--- src/rtl/qed_dup_buffer_if.sv ---
// Instruction handshake bundle between fetch, the QED duplication buffer and the decoder.
// The master modport is the fetch/decoder side; the slave modport is the buffer.
interface qed_dup_buffer_if;
    logic [31:0] inst_in;
    logic        inst_in_valid;
    logic        inst_in_ready;
    logic [31:0] inst_out;
    logic        inst_out_valid;
    logic        inst_out_ready;

    modport master (
        output inst_in, inst_in_valid, inst_out_ready,
        input  inst_in_ready, inst_out, inst_out_valid
    );

    modport slave (
        input  inst_in, inst_in_valid, inst_out_ready,
        output inst_in_ready, inst_out, inst_out_valid
    );
endinterface

--- src/rtl/qed_dup_buffer.sv ---
// QED duplication buffer: records original instructions (x0-x15) in the ORIG phase,
// replays them with register fields remapped to x16-x31 in the DUP phase, then waits
// in WAIT until every instruction of the pass has committed.
// Optional feature macro QED_STORE_REMAP_EN: when defined, stores are replayed with
// rs1/rs2 remapped; when undefined, replayed stores become a NOP.
module qed_dup_buffer #(
    parameter int DEPTH  = 16,
    parameter int ADDR_W = $clog2(DEPTH)
) (
    input  logic                 clk,
    input  logic                 rst,
    qed_dup_buffer_if.slave      bus,
    input  logic                 qed_ena,
    input  logic                 qed_switch,
    input  logic                 commit,
    output logic                 dup_mode,
    output logic [ADDR_W:0]      num_orig_insts,
    output logic [ADDR_W:0]      num_dup_insts,
    output logic                 wait_till_commit,
    output logic                 wait_till_commit_reg,
    output logic                 chk_en
);

    typedef enum logic [1:0] {S_ORIG, S_DUP, S_WAIT} state_t;

    localparam logic [ADDR_W:0]   FULL    = (ADDR_W+1)'(DEPTH);
    localparam logic [ADDR_W+1:0] CNT_MAX = (ADDR_W+2)'(2 * DEPTH);

    state_t              state;
    state_t              next_state;
    logic [31:0]         mem [DEPTH];
    logic [ADDR_W-1:0]   head;
    logic [ADDR_W-1:0]   tail;
    logic [ADDR_W+1:0]   commit_cnt;
    logic [ADDR_W+1:0]   commit_total;
    logic [ADDR_W+1:0]   pass_target;
    logic                has_room;
    logic                in_xfer;
    logic                out_xfer;
    logic                record;
    logic                replay;
    logic                pass_done;

    // Register fields get bit 4 set (x[n] -> x[n+16]); x0 always stays x0.
    function automatic logic [31:0] remap(input logic [31:0] inst);
        logic [31:0] r;
        r = inst;
        case (inst[6:0])
            7'b0110011: begin
                if (inst[11:7]  != 5'd0) r[11] = 1'b1;
                if (inst[19:15] != 5'd0) r[19] = 1'b1;
                if (inst[24:20] != 5'd0) r[24] = 1'b1;
            end
            7'b0010011, 7'b0000011: begin
                if (inst[11:7]  != 5'd0) r[11] = 1'b1;
                if (inst[19:15] != 5'd0) r[19] = 1'b1;
            end
            7'b0110111: begin
                if (inst[11:7]  != 5'd0) r[11] = 1'b1;
            end
            7'b0100011: begin
`ifdef QED_STORE_REMAP_EN
                if (inst[19:15] != 5'd0) r[19] = 1'b1;
                if (inst[24:20] != 5'd0) r[24] = 1'b1;
`else
                r = 32'h0000_0013;
`endif
            end
            default: r = inst;
        endcase
        return r;
    endfunction

    assign has_room     = (num_orig_insts < FULL);
    assign in_xfer      = bus.inst_in_valid & bus.inst_in_ready;
    assign out_xfer     = bus.inst_out_valid & bus.inst_out_ready;
    assign record       = qed_ena & (state == S_ORIG) & in_xfer;
    assign replay       = qed_ena & (state == S_DUP) & out_xfer;
    assign commit_total = (commit_cnt == CNT_MAX) ? CNT_MAX
                                                  : commit_cnt + {{(ADDR_W+1){1'b0}}, commit};
    assign pass_target  = {1'b0, num_orig_insts} + {1'b0, num_dup_insts};
    assign pass_done    = qed_ena & (state == S_WAIT) & (commit_total == pass_target);
    assign dup_mode         = (state == S_DUP);
    assign wait_till_commit = (state == S_WAIT);

    // Handshake steering and next-state selection; everything is forced quiet while reset is held.
    // In ORIG the outgoing valid is also gated by free space so the decoder can never take an
    // instruction that fetch has not handed over.
    always_comb begin
        next_state         = state;
        bus.inst_out       = 32'h0;
        bus.inst_out_valid = 1'b0;
        bus.inst_in_ready  = 1'b0;
        if (rst) begin
            if (!qed_ena) begin
                bus.inst_out       = bus.inst_in;
                bus.inst_out_valid = bus.inst_in_valid;
                bus.inst_in_ready  = bus.inst_out_ready;
                next_state         = S_ORIG;
            end else begin
                case (state)
                    S_ORIG: begin
                        bus.inst_out       = bus.inst_in;
                        bus.inst_out_valid = bus.inst_in_valid & has_room;
                        bus.inst_in_ready  = bus.inst_out_ready & has_room;
                        if (!has_room || (qed_switch && num_orig_insts != '0))
                            next_state = S_DUP;
                    end
                    S_DUP: begin
                        bus.inst_out       = remap(mem[head]);
                        bus.inst_out_valid = 1'b1;
                        if (bus.inst_out_ready && ((num_dup_insts + 1'b1) == num_orig_insts))
                            next_state = S_WAIT;
                    end
                    S_WAIT: begin
                        if (commit_total == pass_target)
                            next_state = S_ORIG;
                    end
                    default: next_state = S_ORIG;
                endcase
            end
        end
    end

    // Control state: FSM, pointers, pass counters and the completion pulse.
    always_ff @(posedge clk or negedge rst) begin
        if (!rst) begin
            state                <= S_ORIG;
            head                 <= '0;
            tail                 <= '0;
            num_orig_insts       <= '0;
            num_dup_insts        <= '0;
            commit_cnt           <= '0;
            wait_till_commit_reg <= 1'b0;
            chk_en               <= 1'b0;
        end else begin
            state                <= next_state;
            chk_en               <= qed_ena;
            wait_till_commit_reg <= pass_done;
            if (!qed_ena || pass_done) begin
                head           <= '0;
                tail           <= '0;
                num_orig_insts <= '0;
                num_dup_insts  <= '0;
                commit_cnt     <= '0;
            end else begin
                commit_cnt <= commit_total;
                if (record) begin
                    tail           <= tail + 1'b1;
                    num_orig_insts <= num_orig_insts + 1'b1;
                end
                if (replay) begin
                    head          <= head + 1'b1;
                    num_dup_insts <= num_dup_insts + 1'b1;
                end
            end
        end
    end

    // Instruction storage; contents are don't-care after reset because the pointers restart.
    always_ff @(posedge clk) begin
        if (record)
            mem[tail] <= bus.inst_in;
    end

endmodule

--- src/flat_wrapper.sv ---
// flat-port wrapper written by rule: the top's interface ports become plain ports
module qed_dup_buffer_flat 
#(
    parameter int DEPTH  = 16,
    parameter int ADDR_W = $clog2(DEPTH)
)
  (clk, rst, qed_ena, qed_switch, commit, dup_mode, num_orig_insts, num_dup_insts, wait_till_commit, wait_till_commit_reg, chk_en, bus_inst_in, bus_inst_in_valid, bus_inst_out_ready, bus_inst_in_ready, bus_inst_out, bus_inst_out_valid);
  qed_dup_buffer_if bus_i ();
  input  logic clk;
  input  logic rst;
  input  logic qed_ena;
  input  logic qed_switch;
  input  logic commit;
  output logic dup_mode;
  output logic [ADDR_W:0] num_orig_insts;
  output logic [ADDR_W:0] num_dup_insts;
  output logic wait_till_commit;
  output logic wait_till_commit_reg;
  output logic chk_en;
  input wire logic [$bits(bus_i.inst_in)-1:0] bus_inst_in;
  input wire logic [$bits(bus_i.inst_in_valid)-1:0] bus_inst_in_valid;
  input wire logic [$bits(bus_i.inst_out_ready)-1:0] bus_inst_out_ready;
  output wire logic [$bits(bus_i.inst_in_ready)-1:0] bus_inst_in_ready;
  output wire logic [$bits(bus_i.inst_out)-1:0] bus_inst_out;
  output wire logic [$bits(bus_i.inst_out_valid)-1:0] bus_inst_out_valid;
  assign bus_i.inst_in = bus_inst_in;
  assign bus_i.inst_in_valid = bus_inst_in_valid;
  assign bus_i.inst_out_ready = bus_inst_out_ready;
  assign bus_inst_in_ready = bus_i.inst_in_ready;
  assign bus_inst_out = bus_i.inst_out;
  assign bus_inst_out_valid = bus_i.inst_out_valid;
  qed_dup_buffer #(.DEPTH(DEPTH), .ADDR_W(ADDR_W)) u_core (.clk(clk), .rst(rst), .bus(bus_i), .qed_ena(qed_ena), .qed_switch(qed_switch), .commit(commit), .dup_mode(dup_mode), .num_orig_insts(num_orig_insts), .num_dup_insts(num_dup_insts), .wait_till_commit(wait_till_commit), .wait_till_commit_reg(wait_till_commit_reg), .chk_en(chk_en));
endmodule
--- config.mk ---
export PLATFORM = sky130hd
export DESIGN_NAME = qed_dup_buffer_flat
export DESIGN_NICKNAME = d
export VERILOG_FILES = /design/src/rtl/qed_dup_buffer_if.sv /design/src/rtl/qed_dup_buffer.sv /design/src/flat_wrapper.sv
export SDC_FILE = /design/constraint.sdc
export NUM_CORES = 1
export LEC_CHECK = 0
export CAP_MARGIN = 20
export CORE_MARGIN = 2
export CORE_UTILIZATION = 40
export DETAILED_ROUTE_END_ITERATION = 12
export PLACE_DENSITY = 0.55
export SLEW_MARGIN = 25
export SYNTH_ARGS = -nofsm -noshare
export SYNTH_HDL_FRONTEND = slang
export SYNTH_SLANG_ARGS = --single-unit
--- constraint.sdc ---
create_clock -name clk -period 9.5 [get_ports clk]
set_clock_uncertainty 0.2 [all_clocks]
set_input_delay 1.9 -clock clk [delete_from_list [all_inputs] [get_ports clk]]
set_output_delay 1.9 -clock clk [all_outputs]
set_load 0.02 [all_outputs]
==> impl_table.tex <==
\begin{tabular}{lr}
\hline
Metric & Value \\
\hline
\multicolumn{2}{l}{\textbf{Finish}} \\
Largest registers & u\_core.mem: 512 flops, u\_core.commit\_cnt: 6 flops \\
Fraction of final layout cells with drive strength greater than 1 & 0.2349 \\
Fill cells & 4495 \\
Post-layout utilization of the core & 0.4719 \\
Combined flip-flop and latch cell area & 16080 sq um \\
Reg with most FFs & u\_core.mem \\
Area of combinational cells with multiple inputs & 5309 sq um \\
Flip-flop count of the largest register, all copies and words added & 512 \\
Synthesis-to-layout area growth & 17.08\% \\
Final \#Nets & 1204 \\
\multicolumn{2}{l}{\textbf{Floorplan}} \\
Die Ht & 236.4 um \\
Die area & 55890 sq um \\
Initial core utilization & 0.4031 \\
Top-level I/O count & 87 \\
Core Region & 53600 sq um \\
Overall die width & 236.4 um \\
Number of core rows & 85 \\
\multicolumn{2}{l}{\textbf{Synthesis}} \\
Cell area after synthesis & 21610 sq um \\
Synth Net Count & 1082 \\
Count of flip-flops with a built-in enable after synthesis & 512 \\
Top cells by area in the synthesized netlist & sky130\_fd\_sc\_hd\_\_edfxtp\_1 71\%, sky130\_fd\_sc\_hd\_\_mux4\_2 16\%, sky130\_fd\_sc\_hd\_\_dfrtp\_1 3.2\% \\
Synth top area share & 0.7116 \\
Async SR Flop Fraction & 0.05185 \\
Number of distinct library cells after synthesis & 48 \\
Most common flop cell mapped by yosys & sky130\_fd\_sc\_hd\_\_edfxtp\_1 \\
Cell type with the largest total area after synthesis & sky130\_fd\_sc\_hd\_\_edfxtp\_1 \\
Number of instances in the synthesized netlist & 1027 \\
Register bit count reported by yosys & 540 \\
Sequential area share after synthesis & 0.7440 \\
Average footprint of a synthesized cell & 21.04 sq um \\
Total of warnings raised by yosys & 0 \\
\multicolumn{2}{l}{\textbf{Setup path}} \\
Critical path launch point type & register \\
CP Capture Type & output port \\
Largest fanout on the critical path & 79 \\
WP data required & 7.40 ns \\
Critical R2R Launch & u\_core.state[1]\$\_DFFE\_PN0P\_ \\
Origin of the worst setup path & u\_core.head[0]\$\_DFFE\_PN0P\_ \\
Worst Path Class, Setup & register to output port \\
Data arrival time of the critical path & 5.12 ns \\
\multicolumn{2}{l}{\textbf{GRT}} \\
Combined global-route utilization of all metal layers & 0.1869 \\
Via count of the first global-routing pass & 10967 \\
Wire length of the first global-routing pass & 75400 um \\
Gr ovfl total & 0 \\
Maximum number of pins on one net before global-route repair & 80 \\
Antenna violations before repair & 2 \\
\multicolumn{2}{l}{\textbf{Placed design}} \\
Port buffer count & 86 \\
Detail Placement HPWL & 27980 um \\
Final RePlAce weighted congestion & 0.7114 \\
\multicolumn{2}{l}{\textbf{Drt}} \\
Number of detailed-routing iterations run before antenna repair & 7 \\
Routed WL per cell & 27.27 um \\
Total length of routed wires & 51630 um \\
Total via count in the routed design & 10551 \\
Iteration-0 DRC count of the detailed router & 863 \\
Number of remaining DRC errors & 0 \\
Vias per std cell & 5.574 \\
Detail Route Antenna Nets & 0 \\
\multicolumn{2}{l}{\textbf{Power}} \\
VDD IR max & 135.8 uV \\
Power per cell area & 207.7 nW/um\^{}2 \\
Leak Pwr & 7.920 nW \\
\multicolumn{2}{l}{\textbf{Run}} \\
Max-capacitance violation count & 0 \\
\multicolumn{2}{l}{\textbf{Timing}} \\
Number of endpoints failing setup at the final stage & 0 \\
Tightest slew margin relative to the limit & 0.3531 \\
Minimum clock period & 7.217 ns \\
Highest achievable clock rate & 138.6 MHz \\
Share of the clock period used by the worst path & 0.7597 \\
Number of max-slew violations in the final report & 0 \\
Setup total negative slack & 0 ns \\
Final hold violation count & 0 \\
Actual transition at the worst max-transition pin & 0.9704 ns \\
RSZ-0062 raised after global routing & false \\
\multicolumn{2}{l}{\textbf{Hold path}} \\
Origin of the worst min-delay path & u\_core.commit\_cnt[4]\$\_DFF\_PN0\_ \\
Type of the worst min-delay path & register to register \\
\multicolumn{2}{l}{\textbf{Status}} \\
Run status & completed \\
\multicolumn{2}{l}{\textbf{Clock tree}} \\
Post-CTS Setup Inserts & 0 \\
Hold-fix buffer count after cts & 0 \\
Number of buffers on the longest clock path & 3 \\
Clock tree from TritonCTS & done \\
Clock root cell & sky130\_fd\_sc\_hd\_\_clkbuf\_16 \\
Sink count of the clock tree & 540 \\
Clk\_lat worst skew & 0.60 ns \\
Number of gates resized after CTS & 0 \\
H-Tree Level Count & 2 \\
Inserted Clock Buffers & 56 \\
Clock input transition at the sequential cells of the worst setup and hold paths & 0.06 ns \\
\hline
\end{tabular}
==> cells in the mapped netlist, types with 7 or more instances <==
| cell type | instances |
|---|---|
| sky130_fd_sc_hd__inv_1 | 10 |
| sky130_fd_sc_hd__ha_1 | 15 |
| sky130_fd_sc_hd__buf_2 | 15 |
| sky130_fd_sc_hd__xnor2_1 | 14 |
| sky130_fd_sc_hd__xor2_1 | 16 |
| sky130_fd_sc_hd__a21oi_1 | 8 |
| sky130_fd_sc_hd__nor3_1 | 13 |
| sky130_fd_sc_hd__a22oi_1 | 48 |
| sky130_fd_sc_hd__mux4_2 | 149 |
| sky130_fd_sc_hd__edfxtp_1 | 512 |
| sky130_fd_sc_hd__nand3_1 | 7 |
| sky130_fd_sc_hd__and2_1 | 10 |
| sky130_fd_sc_hd__nand2_1 | 26 |
| sky130_fd_sc_hd__nor2b_1 | 32 |
| sky130_fd_sc_hd__clkbuf_1 | 26 |
| sky130_fd_sc_hd__dfrtp_1 | 28 |
| sky130_fd_sc_hd__nor2_1 | 32 |
==> cell families after synthesis <==
kind of cell,Yosys count,synth area share
flip-flops,540,0.7440
multiplexers,154,0.1577
AND/OR/NAND/NOR,145,0.03504
AO/OA/AOI/OAI,77,0.02612
buffers and inverters,64,0.01425
XOR/XNOR,31,0.01326
adder cells (fa/ha/maj),16,0.009613
==> layout by cell type (no fill, tap or decap), drive strengths merged, types with 13 or more instances in the layout <==
cell / synthesis / final
ha: 15 / 15
clkdlybuf4s50: 0 / 85
nor2: 32 / 32
xnor2: 14 / 14
a22oi: 48 / 48
buf: 28 / 33
nand2: 26 / 26
nor2b: 32 / 32
clkbuf: 26 / 72
edfxtp: 512 / 512
nor3: 13 / 13
mux4: 149 / 149
clkinv: 0 / 22
dfrtp: 28 / 28
xor2: 16 / 16
==> worst max-delay path, stage by stage (launching register included) <==
cell and delay (ns):
sky130_fd_sc_hd__dfrtp_4 1.01, sky130_fd_sc_hd__buf_12 0.61, sky130_fd_sc_hd__mux4_2 0.59, sky130_fd_sc_hd__mux4_2 0.52, sky130_fd_sc_hd__or4_1 0.60, sky130_fd_sc_hd__a21oi_1 0.46
sky130_fd_sc_hd__o21ai_1 0.10, sky130_fd_sc_hd__clkdlybuf4s50_1 0.55
==> worst paths after layout <==
kind	endpoint	slack [ns]	cells past startpoint
worst min register to register	u_core.commit_cnt[4]$_DFF_PN0_	0.42	2
max in group asynchronous	u_core.head[1]$_DFFE_PN0P_	7.14	2
worst max-delay path	bus_inst_out[24]	2.28	7
worst max register to register	u_core.mem[9][3]$_DFFE_PP_	5.62	6
min in group asynchronous	u_core.num_dup_insts[3]$_DFFE_PN0P_	0.91	1
worst min-delay path	u_core.commit_cnt[4]$_DFF_PN0_	0.42	2
==> area by class of cell <==
type                    instances  area share
diodes                          1  0.00009893
flip-flops and latches        540      0.6359
multi-input cells             423      0.2099
clock buffers                  72     0.05777
well taps                     696     0.03443
clock inverters                33     0.01667
inverters                      10    0.001484
repair buffers                118     0.04382
==> metal layers <==
metal,share of wire,global-route usage
met3,0.049,0.03171
met4,0.022,0.05102
met2,0.49,0.3048
met1,0.44,0.2613
met5,0.00025,0
==> power by group <==
part	total [mW]	leakage, nW	internal [mW]	switching [mW]
Clock	2.24	0.907	1.33	0.902
Combinational	0.377	2.03	0.169	0.209
Sequential	2.64	4.98	2.62	0.0209
==> stage by stage <==
stage / cell area [sq um] / setup slack, ns / std cells / power [mW] / hold WS [ns]
after floorplan: 21610 / 3.221 / 1027 / 2.903 / 0.3405
after global placement: 23410 / 1.900 / 1787 / 3.071 / 0.3978
after detailed placement: 23410 / 2.331 / 1787 / 3.076 / 0.4161
after CTS: 25290 / 2.081 / 1892 / 5.316 / 0.4233
after global routing: 25290 / 2.016 / 1892 / 5.428 / 0.4600
final: 25300 / 2.283 / 1893 / 5.253 / 0.4205
Note: power is estimated with default switching activity, not from simulation.
